[config.mk]
export PLATFORM = sky130hd
export DESIGN_NAME = req_responder
export DESIGN_NICKNAME = d
export VERILOG_FILES = /design/src/rtl/req_responder.sv
export SDC_FILE = /design/constraint.sdc
export NUM_CORES = 1
export LEC_CHECK = 0
export ABC_AREA = 1
export CAP_MARGIN = 10
export CORE_MARGIN = 2
export CORE_UTILIZATION = 35
export DETAILED_ROUTE_END_ITERATION = 6
export PLACE_DENSITY = 0.82
export SYNTH_ARGS = -nofsm -noshare
export SYNTH_HDL_FRONTEND = slang
export SYNTH_SLANG_ARGS = --single-unit
[constraint.sdc]
create_clock -name clk -period 4.3 [get_ports clk]
set_clock_uncertainty 0.05 [all_clocks]
set_input_delay 0.43 -clock clk [delete_from_list [all_inputs] [get_ports clk]]
set_output_delay 0.43 -clock clk [all_outputs]
set_load 0.01 [all_outputs]
[src/rtl/req_responder.sv]
// Round-robin request responder: grants one requesting channel at a time,
// forwards its payload downstream with a valid/ready handshake, then pulses that channel's ack.
module req_responder #(
    parameter int  N_REQ  = 4,
    parameter int  DATA_W = 64,
    localparam int SRC_W  = (N_REQ > 1) ? $clog2(N_REQ) : 1
) (
    input  logic                    clk,
    input  logic                    reset,
    input  logic [N_REQ-1:0]        req,
    input  logic [N_REQ*DATA_W-1:0] req_data,
    output logic [N_REQ-1:0]        ack,
    output logic                    out_valid,
    output logic [DATA_W-1:0]       out_data,
    output logic [SRC_W-1:0]        out_src,
    input  logic                    out_ready
);

    typedef enum logic [1:0] {
        S_IDLE = 2'd0,
        S_SEND = 2'd1,
        S_ACK  = 2'd2
    } state_t;

    state_t            state_q, state_d;
    logic [SRC_W-1:0]  ptr_q, ptr_d;
    logic [SRC_W-1:0]  out_src_q, out_src_d;
    logic [DATA_W-1:0] out_data_q, out_data_d;
    logic              blk_q, blk_d;

    logic [N_REQ-1:0]  elig;
    logic [DATA_W-1:0] ch_data [N_REQ];
    logic              found;
    logic [SRC_W-1:0]  pick;
    logic [SRC_W:0]    idx;

    // The channel just acked still holds req for one more cycle, so it is masked
    // out (blk_q) during the first idle cycle to avoid serving it twice.
    generate
        for (genvar gi = 0; gi < N_REQ; gi++) begin : g_ch
            assign ch_data[gi] = req_data[gi*DATA_W +: DATA_W];
            assign elig[gi]    = req[gi] & ~(blk_q & (out_src_q == SRC_W'(gi)));
            assign ack[gi]     = (state_q == S_ACK) && (out_src_q == SRC_W'(gi));
        end
    endgenerate

    // Scan channels starting at ptr_q; the first eligible one wins.
    always_comb begin
        found = 1'b0;
        pick  = ptr_q;
        idx   = '0;
        for (int k = 0; k < N_REQ; k++) begin
            idx = {1'b0, ptr_q} + (SRC_W+1)'(k);
            if (idx >= (SRC_W+1)'(N_REQ)) begin
                idx = idx - (SRC_W+1)'(N_REQ);
            end
            if (!found && elig[idx[SRC_W-1:0]]) begin
                found = 1'b1;
                pick  = idx[SRC_W-1:0];
            end
        end
    end

    always_comb begin
        state_d    = state_q;
        ptr_d      = ptr_q;
        out_src_d  = out_src_q;
        out_data_d = out_data_q;
        blk_d      = blk_q;
        case (state_q)
            S_IDLE: begin
                blk_d = 1'b0;
                if (found) begin
                    out_src_d  = pick;
                    out_data_d = ch_data[pick];
                    state_d    = S_SEND;
                end
            end
            S_SEND: begin
                if (out_ready) begin
                    state_d = S_ACK;
                end
            end
            S_ACK: begin
                state_d = S_IDLE;
                blk_d   = 1'b1;
                ptr_d   = (out_src_q == SRC_W'(N_REQ-1)) ? '0 : out_src_q + 1'b1;
            end
            default: begin
                state_d = S_IDLE;
            end
        endcase
    end

    always_ff @(posedge clk) begin
        if (reset) begin
            state_q    <= S_IDLE;
            ptr_q      <= '0;
            out_src_q  <= '0;
            out_data_q <= '0;
            blk_q      <= 1'b0;
        end else begin
            state_q    <= state_d;
            ptr_q      <= ptr_d;
            out_src_q  <= out_src_d;
            out_data_q <= out_data_d;
            blk_q      <= blk_d;
        end
    end

    assign out_valid = (state_q == S_SEND);
    assign out_data  = out_data_q;
    assign out_src   = out_src_q;

endmodule

==> metrics, run 1 <==
CP endpoint kind register; pwr dens 366 nW/µm²; Crit-path slowest cell nand2_2; Max Clock Freq approximately 0.33 GHz; synth warn 0; Die Area about 17,000 µm²; Sink Count 71; Initial DRT Pass Iterations 5; CTS root buf clkbuf_16; Clock transition at path regs around 0.060 ns; Critical Path Source Type register; CP max FO 32; initial antenna violation count 0; Slew headroom 45.3%; largest net degree at the start of global routing 129; Mapped Nets 1,250; port bufs between 300 and 400; Worst-Skew Late Latency about 0.33 ns; Die Width 131 µm; ys async rst share 0%; drt initial violations about 430; n_diodes 0; Tot GR Track Use 24.3%; Distinct cells, synth 28; dpl ws between 1 and 1.5 ns; global-route wire length before repair between 30,000 and 40,000 µm; layout cells sized above 1 6.78%; syn avg cell area ~5.7 µm²; max_cap viols 0; core area between 15,000 and 20,000 µm²; initial core utilization 35.7%; Worst path most repeated cell nand2_2; Non-Filler Instances approximately 1,500; top cells by area, synth nand2_1 26%, dfxtp_1 25%, nand3_1 18%; Post CTS Setup Buffer Count 0; I/O pins about 330; Peak VDD IR 0.171 mV; vias per cell ~4.8; Fin. Hold Viols 0; most common cell in the netlist nand2_1; setup_tns 0 ns; post-synth top area cell nand2_1; cts repair resizes 0; Cell Area, Synth 5630 µm²; most instantiated cells after synthesis 383 x nand2_1, 198 x nand3_1, 108 x nor2_1; worst slew pin tran roughly 0.82 ns; area delta synth->final 64.3%; Critical Path RT 4.51 ns; GP Congestion around 0.9; H-tree Lvls 3; P_leak roughly 4.4 nW; final cycle utilization of the critical path a little under three quarters; setup violators final 0; placed cells 1,469; drt total wl around 22,000 µm; clk buf depth 2; Final Worst Setup Slack between 1 and 1.5 ns; drt drc 0; Final Critical Period roughly 3 ns; max incr delay on CP around 0.69 ns; via count slightly above 7,000; Net count, final about 1,500; drt wl/cell roughly 15 µm; RSZ-0062 raised after global routing false; HP Class register to register; Post-synth EDFFs 0; Max Slew Vio Count 0; vias in the first global route about 6,400; Post-CTS Hold Fix Bufs 0; Row Count 46; GRT overflow 0; dpl hpwl roughly 16,000 µm; DIE HEIGHT approximately 130 µm; # fillers around 1,500; CP Class register to register; dominant synthesized flop cell dfxtp_1; Mapped Cells 983; Yosys reg bits 71; status finished clean; CTS tree yes; Antenna Nets Post-Route 0; cell family with most CP delay simple AND/OR/NAND/NOR gates; WP buf/inv 3; CP cell instances inv_1 -> ha_1 -> nand2_1 -> nand3_1 -> nand3_1 -> nand2_2 -> nand2_2 -> nor2_4 -> inv_2 -> o21ai_2 -> clkinv_2 -> nand2_2 -> nor2_1 -> nor3_2; critical path arrival between 3 and 4 ns; post-synth top area share between 20% and 30%; CTS Buf Count 9; sequential area share after synthesis between 20% and 30%
where the power goes:
part / total [W] / internal (W) / switching (W)
sequential: 0.000880 / 0.000799 / 0.0000805
clock: 0.000761 / 0.000477 / 0.000284
combinational: 0.00174 / 0.000789 / 0.000948
total: 0.00338 / 0.00207 / 0.00131
layout make-up:
| type | instances | area, µm² | area share, % |
|---|---|---|---|
| multi-input combinational | 787 | 3600 | 39.0 |
| timing repair buffer | 344 | 3450 | 37.4 |
| sequential | 71 | 1420 | 15.4 |
| tap | 216 | 270 | 2.92 |
| clock buffer | 12 | 256 | 2.78 |
| inverter | 51 | 198 | 2.14 |
| clock inverter | 3 | 42.5 | 0.460 |
layout by cell type, fill, tap and decap left out, types with 2 or more instances in the layout:
| master | count |
|---|---|
| ha_1 | 4 |
| clkbuf_8 | 2 |
| nand2_2 | 9 |
| buf_12 | 3 |
| o21ai_1 | 21 |
| buf_4 | 8 |
| inv_1 | 46 |
| a21oi_1 | 5 |
| nand2_4 | 3 |
| clkbuf_16 | 9 |
| nor3_2 | 28 |
| dfxtp_1 | 71 |
| clkinv_2 | 2 |
| inv_2 | 3 |
| clkdlybuf4s50_1 | 333 |
| nor2_4 | 2 |
| nand3_1 | 198 |
| nand2_1 | 381 |
| nor2_2 | 10 |
| o21ai_0 | 11 |
| nor2_1 | 108 |
stage by stage:
stage / total power, W / hold slack (ns) / util [%] / instance area, µm²
floorplan: 0.00192 / 0.394 / - / 5630
global placement: 0.00261 / 0.412 / 56.7 / 8940
detailed placement: 0.00263 / 0.420 / 56.7 / 8940
CTS: 0.00341 / 0.427 / 58.6 / 9240
global route: 0.00363 / 0.446 / 58.6 / 9240
finish: 0.00338 / 0.420 / 58.6 / 9240
state kept, by name, indices dropped and copies added (netlist names):
signal / cells
state_q: 2
blk_q: 1
out_data: 64
ptr_q: 2
out_src: 2
routing by layer:
layer | routed length (µm) | part of all wire, % | track usage, %
met3 | 1590 | 7.3 | 6.56
met2 | 10500 | 48 | 40.6
met4 | 771 | 3.6 | 9.57
met1 | 8840 | 41 | 29.7
met5 | 0 | 0 | 0
final timing paths:
check	from	endpoint	slack (ns)	cells after the start
max	out_src[0]	out_data[15]	1.23	14
min	state_q[1]	state_q[1]	0.42	1
max reg2reg	out_src[0]	out_data[15]	1.23	14
min reg2reg	state_q[1]	state_q[1]	0.42	1
cells by family after synthesis:
family	share of synthesized area [%]
simple gates	58.8
flops	25.3
buf+inv	11.1
compound gates	3.87
fa+ha+maj	0.890
Power figures use the tool's default switching activity.
==> run 2: changes to the inputs <==
--- a/config.mk
+++ b/config.mk
@@ -10,7 +10,7 @@
 export CORE_MARGIN = 2
 export CORE_UTILIZATION = 35
 export DETAILED_ROUTE_END_ITERATION = 6
-export PLACE_DENSITY = 0.82
+export PLACE_DENSITY = 0.85
 export SYNTH_ARGS = -nofsm -noshare
 export SYNTH_HDL_FRONTEND = slang
 export SYNTH_SLANG_ARGS = --single-unit
==> constraint.sdc (replaced) <==
create_clock -name clk -period 2.76 [get_ports clk]
set_clock_uncertainty 0.05 [all_clocks]
set_input_delay 0.276 -clock clk [delete_from_list [all_inputs] [get_ports clk]]
set_output_delay 0.276 -clock clk [all_outputs]
set_load 0.01 [all_outputs]
==> metrics, run 2 (same netlist as run 1, synthesis figures left out) <==
status finished clean; CTS Buf Count 9 (unchanged); Internal 0.00319 W (+55%); # fillers 1,510 (-0.66%); vias in the first global route 6,692 (+4.0%); CP Class register to register; Crit-path slowest cell dfxtp_1; Net count, final 1,539 (+0.52%); Psw 0.00210 W (+60%); max reg flops 64 (unchanged); critical path arrival 2.72 ns (-0.56 ns); CTS root buf clkbuf_16; Die Area 17,100 µm² (unchanged); cell family with most CP delay flip-flops; CTS tree yes; Die Width 131 µm (unchanged); CP endpoint kind register; n_diodes 0 (unchanged); clock network power share 20.2% (-2.3 points); CP cell instances inv_6 -> nand3_1 -> nand3_1 -> nand2_2 -> nand2_2 -> nor2_4 -> inv_2 -> o21ai_2 -> clkinv_2 -> buf_4 -> o21ai_1 -> a21oi_1; GRT overflow 0 (unchanged); drt initial violations 519 (+22%); clk buf depth 2 (unchanged); dpl hpwl 16,800 µm (+6.6%); setup_tns 0 ns (unchanged); initial antenna violation count 0 (unchanged); GR peak layer met2; Fin. Hold Viols 0 (unchanged); sw frac 39.7% (+0.86 points); Sink Count 71 (unchanged); Peak VDD IR 0.382 mV (+120%); Tot GR Track Use 25.6% (+1.4 points); Antenna Nets Post-Route 0 (unchanged); share of total power in combinational logic 53.8% (+2.4 points); GP Congestion 0.894 (about the same); Post CTS Setup Buffer Count 0 (unchanged); WP buf/inv 4 (+1); worst slew pin tran 0.585 ns (-0.235 ns); Clock transition at path regs 0.06 ns (about the same); Final Critical Period 2.59 ns (-0.483 ns); Row Count 46 (unchanged); core area 15,800 µm² (unchanged); H-tree Lvls 3 (unchanged); max incr delay on CP 0.63 ns (-0.06 ns); drt wl/cell 15.3 µm (+5.1%); Post-CTS Hold Fix Bufs 0 (unchanged); I/O pins 334 (unchanged); drt total wl 22,900 µm (+5.5%); port bufs 333 (unchanged); setup violators final 0 (unchanged); met1 usage 32.4% (+2.7 points); max_cap viols 0 (unchanged); commonest non-fill, non-tap cell in the layout nand2_1; Non-Filler Instances 1,490 (+0.40%); dpl ws 0.108 ns (-0.960 ns); Slew headroom 61.0% (+16 points); global-route wire length before repair 34,500 µm (+5.6%); area of the multi-input gates 3620 µm² (+0.56%); vias per cell 4.99 (+3.0%); Max Slew Vio Count 0 (unchanged); layout cells sized above 1 7.38% (+0.60 points); met2 GRT Util 42.0% (+1.4 points); Max Clock Freq 0.387 GHz (+19%); most frequent cells in the layout 381 x nand2_1, 333 x clkdlybuf4s50_1, 198 x nand3_1; final cycle utilization of the critical path 93.7% (+22 points); via count 7,432 (+3.5%); drt drc 0 (unchanged); Critical Path RT 2.90 ns (-1.61 ns); pwr dens 563 nW/µm² (+54%); largest net degree at the start of global routing 75 (-42%); met3 Use GR 5.62% (-0.94 points); Worst-Skew Late Latency 0.34 ns (about the same); Final Worst Setup Slack 0.175 ns (-1.06 ns); Initial DRT Pass Iterations 5 (unchanged); RSZ-0062 raised after global routing false; Critical Path Source Type register; DIE HEIGHT 131 µm (unchanged); initial core utilization 35.7% (unchanged); P_leak 4.44 nW (+1.8%); CP max FO 40 (+25%); placed cells 1,476 (+0.48%); area delta synth->final 67.1%; Sequential Power Share 26.0% (about the same); register area 1420 µm² (+0.18%); HP Class register to register
==> run 2: final timing paths <==
check        slack, ns    endpoint  startpoint  depth (start not counted)
max               0.17  out_src[0]    ptr_q[0]                         12
min               0.45  state_q[1]  state_q[1]                          1
max reg2reg       0.17  out_src[0]    ptr_q[0]                         12
min reg2reg       0.45  state_q[1]  state_q[1]                          1
==> run 2: area by class of cell <==
type	instances	share of cell area (%)
timing repair buffer	351	38.7
tap	216	2.87
inverter	51	2.10
clock buffer	11	2.58
clock inverter	2	0.106
multi-input combinational	788	38.5
sequential	71	15.1
==> run 2: metrics by stage <==
stage               instance area (µm²)  hold WS (ns)  power (W)  utilization (%)
finish                             9400         0.454    0.00530             59.6
CTS                                9370         0.443    0.00529             59.4
global route                       9400         0.475    0.00567             59.6
floorplan                          5630         0.361    0.00299                -
detailed placement                 9120         0.435    0.00420             57.8
global placement                   9120         0.408    0.00417             57.8
==> run 2: power groups by stage <==
stage	clock, W	combinational [W]	sequential, W
2_1_floorplan	0	0.00151	0.00147
6_report	0.00107	0.00285	0.00138
4_1_cts	0.00108	0.00283	0.00137
3_5_place_dp	0	0.00281	0.00139
5_1_grt	0.00113	0.00314	0.00140
3_3_place_gp	0	0.00278	0.00138
==> run 2: repair_timing <==
action                                  in CTS  in global routing
hold endpoints to repair                     0                  0
resized for setup                            0                  5
endpoints found under the setup margin       0                 60
==> run 2: metal layers <==
metal,vias to the layer above,wire length [µm]
li1,3688,-
met1,3353,9330
met2,319,11100
met3,72,1530
met4,0,942
met5,-,0
